**src/rtl/if_fetch_stage.sv**
```systemverilog
// Instruction-fetch stage: program counter, req/ack instruction fetch and the IF/ID register.
// A one-entry buffer keeps a fetch that completes while decode is stalled.
module if_fetch_stage #(
  parameter logic [31:0] RESET_PC = 32'h0000_0000
) (
  input  logic        clk,
  input  logic        clr,
  input  logic [1:0]  pcsource,
  input  logic [31:0] bpc,
  input  logic [31:0] jpc,
  input  logic [31:0] rpc,
  input  logic        stall,
  output logic        imem_req,
  output logic [31:0] imem_addr,
  input  logic        imem_ack,
  input  logic [31:0] imem_rdata,
  output logic [31:0] id_pc4,
  output logic [31:0] id_inst,
  output logic        id_valid,
  output logic [31:0] if_pc
);

  typedef enum logic {FETCH = 1'b0, HOLD = 1'b1} state_t;

  state_t      r_state;
  state_t      w_state_next;
  logic [31:0] r_pc;
  logic [31:0] r_buf;
  logic [31:0] r_id_pc4;
  logic [31:0] r_id_inst;
  logic        r_id_valid;

  logic        w_have_inst;
  logic        w_capture;
  logic        w_advance;
  logic        w_bubble;
  logic [31:0] w_inst_src;
  logic [31:0] w_pc4;
  logic [31:0] w_next_pc;
  logic [1:0]  w_sel;

  always_ff @(posedge clk or posedge clr) begin
    if (clr) r_state <= FETCH;
    else     r_state <= w_state_next;
  end

  always_comb begin
    w_state_next = r_state;
    w_have_inst  = 1'b0;
    w_inst_src   = r_buf;
    w_capture    = 1'b0;
    case (r_state)
      FETCH: begin
        w_have_inst = imem_ack;
        w_inst_src  = imem_rdata;
        if (imem_ack && stall) begin
          w_state_next = HOLD;
          w_capture    = 1'b1;
        end
      end
      HOLD: begin
        w_have_inst = 1'b1;
        if (!stall) w_state_next = FETCH;
      end
    endcase
  end

  assign w_advance = w_have_inst && !stall;
  assign w_bubble  = !w_have_inst && !stall;
  assign w_pc4     = r_pc + 32'd4;

  // A redirect only counts when decode holds a real instruction; it lands after the delay slot.
  assign w_sel = r_id_valid ? pcsource : 2'b00;

  always_comb begin
    w_next_pc = w_pc4;
    case (w_sel)
      2'b01:   w_next_pc = bpc;
      2'b10:   w_next_pc = rpc;
      2'b11:   w_next_pc = jpc;
      default: w_next_pc = w_pc4;
    endcase
  end

  always_ff @(posedge clk or posedge clr) begin
    if (clr) begin
      r_pc       <= RESET_PC;
      r_buf      <= 32'd0;
      r_id_pc4   <= 32'd0;
      r_id_inst  <= 32'd0;
      r_id_valid <= 1'b0;
    end else begin
      if (w_capture) r_buf <= imem_rdata;
      if (w_advance) begin
        r_id_pc4   <= w_pc4;
        r_id_inst  <= w_inst_src;
        r_id_valid <= 1'b1;
        r_pc       <= w_next_pc;
      end else if (w_bubble) begin
        r_id_inst  <= 32'd0;
        r_id_valid <= 1'b0;
      end
    end
  end

  assign imem_req  = (r_state == FETCH) && !clr;
  assign imem_addr = r_pc;
  assign if_pc     = r_pc;
  assign id_pc4    = r_id_pc4;
  assign id_inst   = r_id_inst;
  assign id_valid  = r_id_valid;

endmodule

```
**config.mk**
```make
export PLATFORM = sky130hd
export DESIGN_NAME = if_fetch_stage
export DESIGN_NICKNAME = d
export VERILOG_FILES = /design/src/rtl/if_fetch_stage.sv
export SDC_FILE = /design/constraint.sdc
export NUM_CORES = 1
export LEC_CHECK = 0
export ABC_CLOCK_PERIOD_IN_PS = 5700
export CAP_MARGIN = 0
export CORE_MARGIN = 2
export CORE_UTILIZATION = 45
export CTS_CLUSTER_SIZE = 8
export DETAILED_ROUTE_END_ITERATION = 12
export PLACE_DENSITY = 0.83
export SLEW_MARGIN = 0
export SYNTH_ARGS = -nofsm -noshare
export SYNTH_HDL_FRONTEND = slang
export SYNTH_SLANG_ARGS = --single-unit
```
**constraint.sdc**
```tcl
create_clock -name clk -period 5.7 [get_ports clk]
set_input_delay 1.425 -clock clk [delete_from_list [all_inputs] [get_ports clk]]
set_output_delay 1.425 -clock clk [all_outputs]
set_load 0.03 [all_outputs]
```
# Yosys cells after proc, flatten, opt, wreduce, memory -nomap -nowiden
# Cells that the tools add are included.
# word_totals
regBits,130
output_inout_bits,130
# op_classes
n_addsub,1
eq_ne,3
n_mux,12
bitwise,1
n_reduce_logical,8
# ops
operator,n
2-to-1 mux 32 bit,3
one-hot mux 32 bit (3 select lines),1
"adder 32 x 3 -> 32 bit, second input constant",1
2-to-1 mux 1 bit,5
"equality test 2 bit, second input constant",2
logical AND 1 bit,4
one-hot mux 1 bit (2 select lines),2
zero test 1 bit,3
"equality test 2 x 1 -> 1 bit, second input constant",1
2-to-1 mux 2 bit,1
nonzero test 2 bit,1
NOT 1 bit,1

# Depth between registers and ports, before layout
# logic_depth
ltp_word,6
depth_mapped,8

# Worst setup path after synthesis
# OpenSTA, ideal clock, no wires.
# synth_path
kind,input to output
startpoint,in clr
endpoint,out imem_req
t_arrival_ps,1827
t_required_ps,4275
setup_slack_ps,2448
cell_stages,1
path_buffers,0
cell_sequence,nor2_1
# synth_between
elab_chain_len,2
# synth_rtl
item,line,rtl
"start, declared",7,"input logic clr,"
zero test 1 bit,106,assign imem_req = (r_state == FETCH) && !clr;
logical AND 1 bit,106,
"end, declared",13,"output logic imem_req,"
# Every way passes these cells.

# Worst setup path after layout
# Same ends and word-level chain as after synthesis.

==> results.sh <==
export IMPL_dp_final_hpwl_mm=15.3
export IMPL_syn_area_per_cell_um2=9.52
export IMPL_ir_drop_uv=239
export IMPL_synthCells=737
export IMPL_vias=6346
export IMPL_holdWs_ns=0.473
export IMPL_power_density_nw_per_um2=394
export IMPL_die_w_um=129
export IMPL_cts_tree="built"
export IMPL_hold_viol_final=0
export IMPL_finalSetupViolCount=0
export IMPL_drv_cap=0
export IMPL_critPathLaunchType="input pin"
export IMPL_multiInputGateArea_um2=3280
export IMPL_cts_resized=0
export IMPL_area_growth_pct=44.0
export IMPL_ys_flop_type="dfrtp_1"
export IMPL_clock_power_share_pct=27.8
export IMPL_hold_depth=2
export IMPL_status="completed"
export IMPL_period_share_pct=71.8
export IMPL_clkTransAtPathRegs_ns=0.06
export IMPL_die_h_um=129
export IMPL_syn_area_um2=7020
export IMPL_ys_seq_area_share_pct=46.3
export IMPL_path_max_fanout=2
export IMPL_ioPinCount=264
export IMPL_numCtsBuffers=17
export IMPL_initial_core_util_pct=46.2
export IMPL_seqPwrFrac_pct=34.1
export IMPL_routed_wl_mm=21.2
export IMPL_p_total_mw=3.98
export IMPL_place_congestion=0.896
export IMPL_finalCriticalPeriod_ns=4.09
export IMPL_core_area_um2=15200
export IMPL_drtIter0Drc=473
export IMPL_netSwitchingFraction_pct=37.3
export IMPL_ctsHoldBuffers=0
export IMPL_drv_slew=0
export IMPL_port_buffers=263
export IMPL_r2r_cells=6
export IMPL_n_fill_cell=1247
export IMPL_grt_overflow=0
export IMPL_internal_power_mw=2.49
export IMPL_grt_pass1_vias=6229
export IMPL_crit_slowest_cell="clkdlybuf4s50_1"
export IMPL_drc_errors=0
export IMPL_min_path_type="flip-flop to flip-flop"
export IMPL_drtPass1Iterations=7
export IMPL_antenna_found_initial=0
export IMPL_syn_num_nets=872
export IMPL_core_rowCount=45
export IMPL_antenna_left=0
export IMPL_rsz0062_at_grt="false"
export IMPL_finalClockSkew_ns=0.00578
export IMPL_path_cells="clkdlybuf4s50_1 -> nor2_1 -> clkdlybuf4s50_1"
export IMPL_clockRootBuffer="clkbuf_16"
export IMPL_grt_util_all_layers_pct=25.5
export IMPL_cts_sinks=130
export IMPL_grt_pass1_wl_mm=32.7
export IMPL_worst_pin_slew_ns=1.04
export IMPL_critPathKind="input pin to output port"
export IMPL_grt_start_max_net_pins=100
export IMPL_yosysWarnings=0
export IMPL_cp_arrival_ns=2.67
export IMPL_ys_types=51
export IMPL_max_freq_ghz=0.244
export IMPL_p_comb_share_pct=38.0
export IMPL_worstPathRequired_ns=4.28
export IMPL_drive_gt1_share_pct=9.97
export IMPL_cpPeakStageDelay_ns=0.67
export IMPL_clk_latency_ns=0.42
export IMPL_async_reset_ff_share_pct=100
export IMPL_cts_htree_levels=4
export IMPL_synth_enable_flop_cells=0
export IMPL_finalSetupTns_ns=0
export IMPL_die_area_um2=16600
export IMPL_p_leak_nw=4.17
export IMPL_utilization_pct=66.5
export IMPL_diodes=0
export IMPL_relSlewSlack_pct=30.6
export IMPL_clk_path_buf_depth=2
export IMPL_postCtsSetupBuffers=0
export IMPL_p_switching_mw=1.49
export IMPL_via_per_inst=5.56
export IMPL_ys_seq_elements=130
export IMPL_regArea_um2=3250
export IMPL_cp_end_kind="output port"
export IMPL_detail_route_wl_per_cell_um=18.5
export IMPL_cp_common_cell="clkdlybuf4s50_1"
export IMPL_nNetsFinal=1077
cell usage after synthesis, types with 3 or more instances:
library cell | instances | area (µm²)
clkbuf_1 | 31 | 116
inv_1 | 6 | 22.5
o221a_1 | 3 | 33.8
and3_1 | 7 | 43.8
xnor2_1 | 11 | 96.3
nor2b_1 | 3 | 18.8
nand2_1 | 134 | 503
o22a_1 | 9 | 78.8
a21oi_1 | 31 | 155
buf_1 | 10 | 37.5
xor2_1 | 17 | 149
a21o_1 | 3 | 22.5
nand3_2 | 3 | 30.0
o211a_1 | 3 | 30.0
a32oi_1 | 6 | 52.6
a22oi_1 | 33 | 248
mux2_2 | 36 | 405
o21ai_0 | 78 | 390
nor4_4 | 4 | 85.1
buf_4 | 35 | 263
dfrtp_1 | 130 | 3250
nand4_1 | 10 | 62.6
nor2_1 | 29 | 109
a2bb2oi_1 | 4 | 35.0
o21a_1 | 5 | 37.5
mux2i_1 | 28 | 280
a32o_1 | 4 | 40.0
buf_2 | 12 | 60.1
nor3_1 | 3 | 15.0
nand3_1 | 6 | 30.0
o21ai_1 | 18 | 90.1
flip-flops by register name, indices dropped and copies added, names as in the netlist:
register  cells
r_state       1
id_pc4       32
id_inst      32
r_buf        32
if_pc        32
id_valid      1
worst max-delay path: cells and delay by family:
kind,cells,cell delay (ns)
buf+inv,2,1.13
simple gates,1,0.11
area by class of cell:
cell class	count	area share, %
Clock inverter	9	1.30
Inverter	6	0.248
Timing Repair Buffer	274	26.8
Clock buffer	21	4.66
Sequential cell	130	32.2
Multi-Input combinational cell	513	32.5
Tap cell	188	2.33
metal layers:
layer	share of wire, %	global-route usage [%]	up-vias
met5	0	0	-
met4	2.6	9.46	0
li1	-	-	2995
met2	50	42.5	254
met3	5.9	5.82	47
met1	42	32.4	3050
cells by family (layout without fill, tap and decap cells):
logic type	count (synthesis)	in the layout	synth area share (%)
buffers and inverters	94	310	7.11
xor gates and xnor gates	28	28	3.49
AOI/OAI and AO/OA	210	210	18.9
adders and majority gates	1	1	0.178
muxes	64	64	9.77
DFF	130	130	46.3
and+or+nand+nor	210	210	14.2
path summary, 6_finish.rpt:
check | from | endpoint | slack [ns]
min in group asynchronous | clr | id_inst[10] | 1.62
setup reg to reg | r_state | r_buf[24] | 3.16
max in group asynchronous | clr | id_pc4[15] | 3.11
hold reg to reg | id_inst[1] | id_inst[1] | 0.47
hold / removal | id_inst[1] | id_inst[1] | 0.47
setup / recovery | clr | imem_req | 1.61
cell usage in the layout (no fill, tap or decap), drive strengths merged, types with 12 or more instances in the layout:
master / n
nand4: 12
o21ai: 96
xor2: 17
mux2i: 28
a21oi: 31
nor2: 29
a22oi: 33
mux2: 36
buf: 13
nand2: 134
dfrtp: 130
clkdlybuf4s50: 261
clkbuf: 21
power by group through the flow:
| stage | logic [mW] | registers, mW | clock network, mW |
|---|---|---|---|
| floorplan | 0.674 | 1.60 | 0 |
| global placement | 1.49 | 1.36 | 0 |
| detailed placement | 1.51 | 1.37 | 0 |
| CTS | 1.52 | 1.35 | 1.11 |
| global route | 1.60 | 1.39 | 1.16 |
| finish | 1.51 | 1.36 | 1.11 |
metrics by stage:
step | area (µm²) | setup slack [ns] | cells
CTS | 10100 | 1.60 | 1141
detailed placement | 9500 | 1.61 | 1111
floorplan | 7020 | 0.806 | 737
global placement | 9500 | 1.61 | 1111
global route | 10100 | 1.55 | 1141
finish | 10100 | 1.61 | 1141
Power figures use the tool's default switching activity.
